`config.mk`:
```
export PLATFORM = sky130hd
export DESIGN_NAME = nnue_update_sched_flat
export DESIGN_NICKNAME = d
export VERILOG_FILES = /design/src/rtl/nnue_update_sched_if.sv /design/src/rtl/nnue_update_sched.sv /design/src/flat_wrapper.sv
export SDC_FILE = /design/constraint.sdc
export NUM_CORES = 1
export LEC_CHECK = 0
export ABC_CLOCK_PERIOD_IN_PS = 2400
export BUFFER_PORTS_ARGS = -buffer_cell sky130_fd_sc_hd__buf_2
export CORE_MARGIN = 10
export CORE_UTILIZATION = 54
export CTS_BUF_LIST = sky130_fd_sc_hd__clkbuf_2
export CTS_CLUSTER_DIAMETER = 50
export CTS_CLUSTER_SIZE = 12
export DETAILED_ROUTE_END_ITERATION = 7
export PLACE_DENSITY = 0.75
export SETUP_SLACK_MARGIN = 0.02
export SLEW_MARGIN = 20
export SYNTH_ARGS = -nofsm -noshare
export SYNTH_HDL_FRONTEND = slang
export SYNTH_SLANG_ARGS = --single-unit
```
`constraint.sdc`:
```
create_clock -name clk -period 2.4 [get_ports clk]
set_input_delay 0.12 -clock clk [delete_from_list [all_inputs] [get_ports clk]]
set_output_delay 0.12 -clock clk [all_outputs]
set_load 0.005 [all_outputs]
```
`src/rtl/nnue_update_sched_if.sv`:
```
// Update-request channel into the NNUE accumulator update scheduler.
// master drives a request; slave (the scheduler) returns back-pressure.
interface nnue_update_sched_if;
    localparam int unsigned ROW_W = 7;

    logic             req_valid;
    logic             req_ready;
    logic             req_player;
    logic             req_add;
    logic [ROW_W-1:0] req_row;

    modport master (
        output req_valid,
        output req_player,
        output req_add,
        output req_row,
        input  req_ready
    );

    modport slave (
        input  req_valid,
        input  req_player,
        input  req_add,
        input  req_row,
        output req_ready
    );
endinterface

```
`src/rtl/nnue_update_sched.sv`:
```
// Queues NNUE accumulator row updates, issues them one at a time to the accumulator,
// and serves evaluation requests only once every earlier update has completed.
module nnue_update_sched #(
    parameter int unsigned DEPTH   = 8,
    parameter int unsigned TIMEOUT = 255
) (
    input  logic                      clk,
    input  logic                      rst,
    nnue_update_sched_if.slave        req,
    input  logic                      eval_req,
    output logic                      nn_trigger,
    output logic                      nn_player,
    output logic                      nn_add,
    output logic [6:0]                nn_row,
    input  logic                      nn_finish,
    input  logic signed [15:0]        nn_out,
    output logic                      eval_valid,
    output logic signed [15:0]        eval_out,
    output logic                      busy,
    output logic [$clog2(DEPTH):0]    count,
    output logic                      err
);
    localparam int unsigned AW    = $clog2(DEPTH);
    localparam int unsigned CW    = AW + 1;
    localparam int unsigned ROW_W = 7;
    localparam int unsigned ENT_W = ROW_W + 2;
    localparam int unsigned TW    = 8;
    localparam int unsigned DW    = 16;

    typedef enum logic [1:0] {
        S_IDLE  = 2'd0,
        S_ISSUE = 2'd1,
        S_WAIT  = 2'd2,
        S_EVAL  = 2'd3
    } state_t;

    state_t               state;
    state_t               state_nx;

    logic [ENT_W-1:0]     mem [DEPTH];
    logic [AW-1:0]        wr_ptr;
    logic [AW-1:0]        rd_ptr;
    logic [TW-1:0]        timer;
    logic                 eval_pending;
    logic signed [DW-1:0] last_out;

    logic                 full;
    logic                 empty;
    logic                 push;
    logic                 pop;
    logic                 timeout_hit;

    assign full        = (count == CW'(DEPTH));
    assign empty       = (count == '0);
    assign push        = req.req_valid && !full;
    assign timeout_hit = (timer == TW'(TIMEOUT - 1));

    // State register
    always_ff @(posedge clk) begin
        if (rst) begin
            state <= S_IDLE;
        end else begin
            state <= state_nx;
        end
    end

    // Next state; queued updates always win over a pending evaluation
    always_comb begin
        state_nx = state;
        pop      = 1'b0;
        case (state)
            S_IDLE: begin
                if (!empty) begin
                    state_nx = S_ISSUE;
                    pop      = 1'b1;
                end else if (eval_pending) begin
                    state_nx = S_EVAL;
                end
            end
            S_ISSUE: state_nx = S_WAIT;
            S_WAIT: begin
                if (nn_finish || timeout_hit) begin
                    state_nx = S_IDLE;
                end
            end
            S_EVAL:  state_nx = S_IDLE;
            default: state_nx = S_IDLE;
        endcase
    end

    // Outputs decoded from state and registered datapath only
    always_comb begin
        nn_trigger    = 1'b0;
        eval_valid    = 1'b0;
        eval_out      = '0;
        req.req_ready = !full;
        busy          = (state != S_IDLE) || !empty || eval_pending;
        case (state)
            S_ISSUE: nn_trigger = 1'b1;
            S_EVAL: begin
                eval_valid = 1'b1;
                eval_out   = last_out;
            end
            default: begin
                nn_trigger = 1'b0;
            end
        endcase
    end

    // Queue storage; entries carry no reset since occupancy is tracked by count
    always_ff @(posedge clk) begin
        if (push) begin
            mem[wr_ptr] <= {req.req_player, req.req_add, req.req_row};
        end
    end

    // Queue pointers, occupancy and the issued-operand registers
    always_ff @(posedge clk) begin
        if (rst) begin
            wr_ptr    <= '0;
            rd_ptr    <= '0;
            count     <= '0;
            nn_player <= 1'b0;
            nn_add    <= 1'b0;
            nn_row    <= '0;
        end else begin
            if (push) begin
                wr_ptr <= wr_ptr + AW'(1);
            end
            if (pop) begin
                rd_ptr                       <= rd_ptr + AW'(1);
                {nn_player, nn_add, nn_row}  <= mem[rd_ptr];
            end
            if (push && !pop) begin
                count <= count + CW'(1);
            end else if (pop && !push) begin
                count <= count - CW'(1);
            end
        end
    end

    // Completion tracking: timer, result capture, sticky timeout and eval flag
    always_ff @(posedge clk) begin
        if (rst) begin
            timer        <= '0;
            last_out     <= '0;
            err          <= 1'b0;
            eval_pending <= 1'b0;
        end else begin
            if (state == S_WAIT && !nn_finish && !timeout_hit) begin
                timer <= timer + TW'(1);
            end else begin
                timer <= '0;
            end
            if (state == S_WAIT && nn_finish) begin
                last_out <= nn_out;
            end
            if (state == S_WAIT && !nn_finish && timeout_hit) begin
                err <= 1'b1;
            end
            // Pulses arriving while the flag is set, including the EVAL cycle, merge into it
            if (state == S_EVAL) begin
                eval_pending <= 1'b0;
            end else if (eval_req) begin
                eval_pending <= 1'b1;
            end
        end
    end
endmodule
```
`src/flat_wrapper.sv`:
```
// flat-port wrapper written by rule: the top's interface ports become plain ports
module nnue_update_sched_flat 
#(
    parameter int unsigned DEPTH   = 8,
    parameter int unsigned TIMEOUT = 255
)
  (clk, rst, eval_req, nn_trigger, nn_player, nn_add, nn_row, nn_finish, nn_out, eval_valid, eval_out, busy, count, err, req_req_valid, req_req_player, req_req_add, req_req_row, req_req_ready);
  nnue_update_sched_if req_i ();
  input  logic clk;
  input  logic rst;
  input  logic eval_req;
  output logic nn_trigger;
  output logic nn_player;
  output logic nn_add;
  output logic [6:0] nn_row;
  input  logic nn_finish;
  input  logic signed [15:0] nn_out;
  output logic eval_valid;
  output logic signed [15:0] eval_out;
  output logic busy;
  output logic [$clog2(DEPTH):0] count;
  output logic err;
  input wire logic [$bits(req_i.req_valid)-1:0] req_req_valid;
  input wire logic [$bits(req_i.req_player)-1:0] req_req_player;
  input wire logic [$bits(req_i.req_add)-1:0] req_req_add;
  input wire logic [$bits(req_i.req_row)-1:0] req_req_row;
  output wire logic [$bits(req_i.req_ready)-1:0] req_req_ready;
  assign req_i.req_valid = req_req_valid;
  assign req_i.req_player = req_req_player;
  assign req_i.req_add = req_req_add;
  assign req_i.req_row = req_req_row;
  assign req_req_ready = req_i.req_ready;
  nnue_update_sched #(.DEPTH(DEPTH), .TIMEOUT(TIMEOUT)) u_core (.clk(clk), .rst(rst), .req(req_i), .eval_req(eval_req), .nn_trigger(nn_trigger), .nn_player(nn_player), .nn_add(nn_add), .nn_row(nn_row), .nn_finish(nn_finish), .nn_out(nn_out), .eval_valid(eval_valid), .eval_out(eval_out), .busy(busy), .count(count), .err(err));
endmodule
```
==> impl_metrics.toml <==
[power_and_ir_drop]
peakVddDrop_mv = 0.570
pwr_density_cell_mw_per_mm2 = 957
leakage_nw = 2.24
power.total_w = 0.00576

[sta]
maxSlewViolCount = 0
setup_slack_ns = 0.0826
hold_violations = 0
slew_headroom = 0.363
setup_viol = 0
period_share = 0.966
hold_slack_ns = 0.279
worstMarginPinSlew_ns = 0.951
finClkSkew_ns = 0.0270
min_period_ns = 2.32
grt_setup_unrepaired = "true"
clock.fmax_mhz = 432

[setup_path]
rrSetupSlack_ns = 0.08
critPathLaunch = "u_core.count[1]$_SDFFE_PP0P_"
critPathLaunchType = "flip-flop"
crit_path_max_fanout = 4
reg2regPathDepth = 10
crit_type = "flip-flop to flip-flop"
worstReg2RegStart = "u_core.count[1]$_SDFFE_PP0P_"
rr_endpoint = "u_core.count[3]$_SDFFE_PP0P_"
end_kind = "flip-flop"
crit_arrival_ns = 2.86
worstPathRequired_ns = 2.94
crit_path_end = "u_core.count[3]$_SDFFE_PP0P_"

[synth]
ys_top_cells_by_count = "edfxtp_1 (72), dfxtp_1 (47), nand2_1 (35)"
synth_top_area_share = 0.452
synth_area_mm2 = 0.00478
syn_inst = 352
yosys_most_used_dff = "edfxtp_1"
synth_top_area_cell = "edfxtp_1"
synth_edf_count = 72
ys_warn_count = 0
avgSynthCellArea_um2 = 13.6
async_reset_ff_frac = 0
ys_seq_area_frac = 0.649
synthTopCellsByArea = "edfxtp_1 (45%), dfxtp_1 (20%), mux4_2 (8.5%)"
ys_ff_latch = 119
syn_nets = 390
yosysUniqueCellTypes = 42
synthMostInstantiatedCell = "edfxtp_1"

[clock_network]
clock_latency_ns = 0.62
cts_tree = "done"
cts_htree_levels = 4
ctsRootBufferMaster = "clkbuf_2"
cts_buffer_depth = 2
cts_buffers = 17
cts_num_sinks = 119
path_clk_slew_ns = 0.20

[grt]
grt_busiest_layer = "met2"
use_met2 = 0.293
grt_pass1_wl_um = 17700
grt_pass1_vias = 3396
antenna_found_initial = 0
grt_use_met1 = 0.204
grt_use_met3 = 0.0524
grt_max_degree = 41
track_usage = 0.171
overflow = 0

[die]
die_w_um = 114
num_rows = 34
die_h_um = 114
core_area_mm2 = 0.00868
ios = 64
dieArea_mm2 = 0.0130
start_util = 0.551

[final_layout]
final-instance-count-excl-fill = 598
area_delta_synth_final_pct = 26.0
antenna_cells = 0
layout-drive-gt1-share = 0.333
nNetsFinal = 515

[placed_design]
numPortBuffers = 63
placed_cells = 519
place_congestion = 0.806
dp_hpwl_um = 6500
place_ws_ns = -0.0115

[drt]
first_pass_iters = 4
drtIter0Drc = 340
routed_via_density = 5.41
drc_errors = 0
vias = 3238
route.antenna.remaining_nets = 0
routed_wirelength_um = 10800
wl_per_cell_um = 18.1

[min_path]
min_path_type = "input port to flip-flop"

[run_status]
status = "finished clean"

[job]
maxCapViolations = 0
layout by cell type, fill, tap and decap left out, drive strengths merged, types with 3 or more instances in the layout:
master        n
a21oi        20
and3         17
buf          81
clkbuf       18
clkinv        6
clkinvlp      5
dfxtp        47
dlygate4sd3  45
edfxtp       72
ha            7
inv           9
mux4         18
nand2        36
nand2b        3
nand3        10
nor2         37
nor3         16
nor4          4
o22ai         9
xnor2         4
xor2          8
power breakdown:
part / switching [W] / internal [W] / total [W]
registers: 0.000130 / 0.00241 / 0.00254
clock network: 0.000791 / 0.000381 / 0.00117
logic: 0.00109 / 0.000955 / 0.00205
total: 0.00201 / 0.00375 / 0.00576
worst max-delay path: stages (launching register included):
cell and delay [ns]:
dfxtp_4 0.38, or4b_4 0.55, nand2_4 0.08, inv_2 0.04, ha_4 0.16, inv_4 0.08, ha_4 0.22, a21oi_2 0.15
a211oi_1 0.09, a31oi_1 0.16, mux2_1 0.33
layout make-up:
type / count / area, um^2
Fill cell: 600 / 2660
Inverter: 7 / 28.8
Clock buffer: 18 / 90.1
Sequential cell: 119 / 3110
Timing Repair Buffer: 126 / 908
Clock inverter: 14 / 129
Multi-Input combinational cell: 206 / 1620
Tap cell: 108 / 135
through the flow:
| stage | cell area, um^2 | utilization | setup TNS, ns |
|---|---|---|---|
| 2_1_floorplan | 4830 | - | 0 |
| 3_3_place_gp | 5290 | 0.610 | 0 |
| 3_5_place_dp | 5290 | 0.610 | -0.0115 |
| 4_1_cts | 5980 | 0.689 | 0 |
| 5_1_grt | 6020 | 0.694 | -0.00213 |
| 6_report | 6020 | 0.694 | 0 |
cell families after synthesis:
| kind of cell | synth area share |
|---|---|
| flip-flops | 0.649 |
| XOR/XNOR | 0.0220 |
| adder cells (fa/ha/maj) | 0.0225 |
| multiplexers | 0.0914 |
| AO/OA/AOI/OAI | 0.0377 |
| buffers and inverters | 0.0275 |
| AND/OR/NAND/NOR | 0.150 |
state kept, by name, indices dropped and copies added (netlist names):
name,flops
u_core.wr_ptr,3
u_core.nn_row,7
u_core.nn_add,1
u_core.nn_player,1
u_core.state,2
u_core.rd_ptr,3
u_core.mem,72
u_core.last_out,16
u_core.timer,8
u_core.err,1
u_core.count,4
u_core.eval_pending,1
how the worst min path moves through the flow:
stage	start	endpoint	slack [ns]	depth (start not counted)
finish	req_req_row[3]	u_core.mem[0][3]$_DFFE_PP_	0.28	2
floorplan	req_req_row[0]	u_core.mem[0][0]$_DFFE_PP_	0.22	0
global placement	nn_out[4]	u_core.last_out[4]$_SDFFE_PP0P_	0.36	3
global route	req_req_row[3]	u_core.mem[1][3]$_DFFE_PP_	0.23	2
detailed placement	nn_out[9]	u_core.last_out[9]$_SDFFE_PP0P_	0.37	3
CTS	req_req_player	u_core.mem[0][8]$_DFFE_PP_	0.20	2
layer usage:
layer	vias up	share of wire	wire (um)
met4	0	0.0040	43
met2	97	0.53	5740
met1	1581	0.41	4390
li1	1552	-	-
met3	8	0.059	638
met5	-	0	0
timing repair:
| action | in CTS | in global routing |
|---|---|---|
| pin swaps | 0 | 2 |
| buffers inserted | 0 | 2 |
| hold buffers | 45 | 0 |
| resized for setup | 3 | 7 |
| setup endpoints to repair | 2 | 4 |
| hold endpoints to repair | 101 | 0 |
Note: power is estimated with default switching activity, not from simulation.
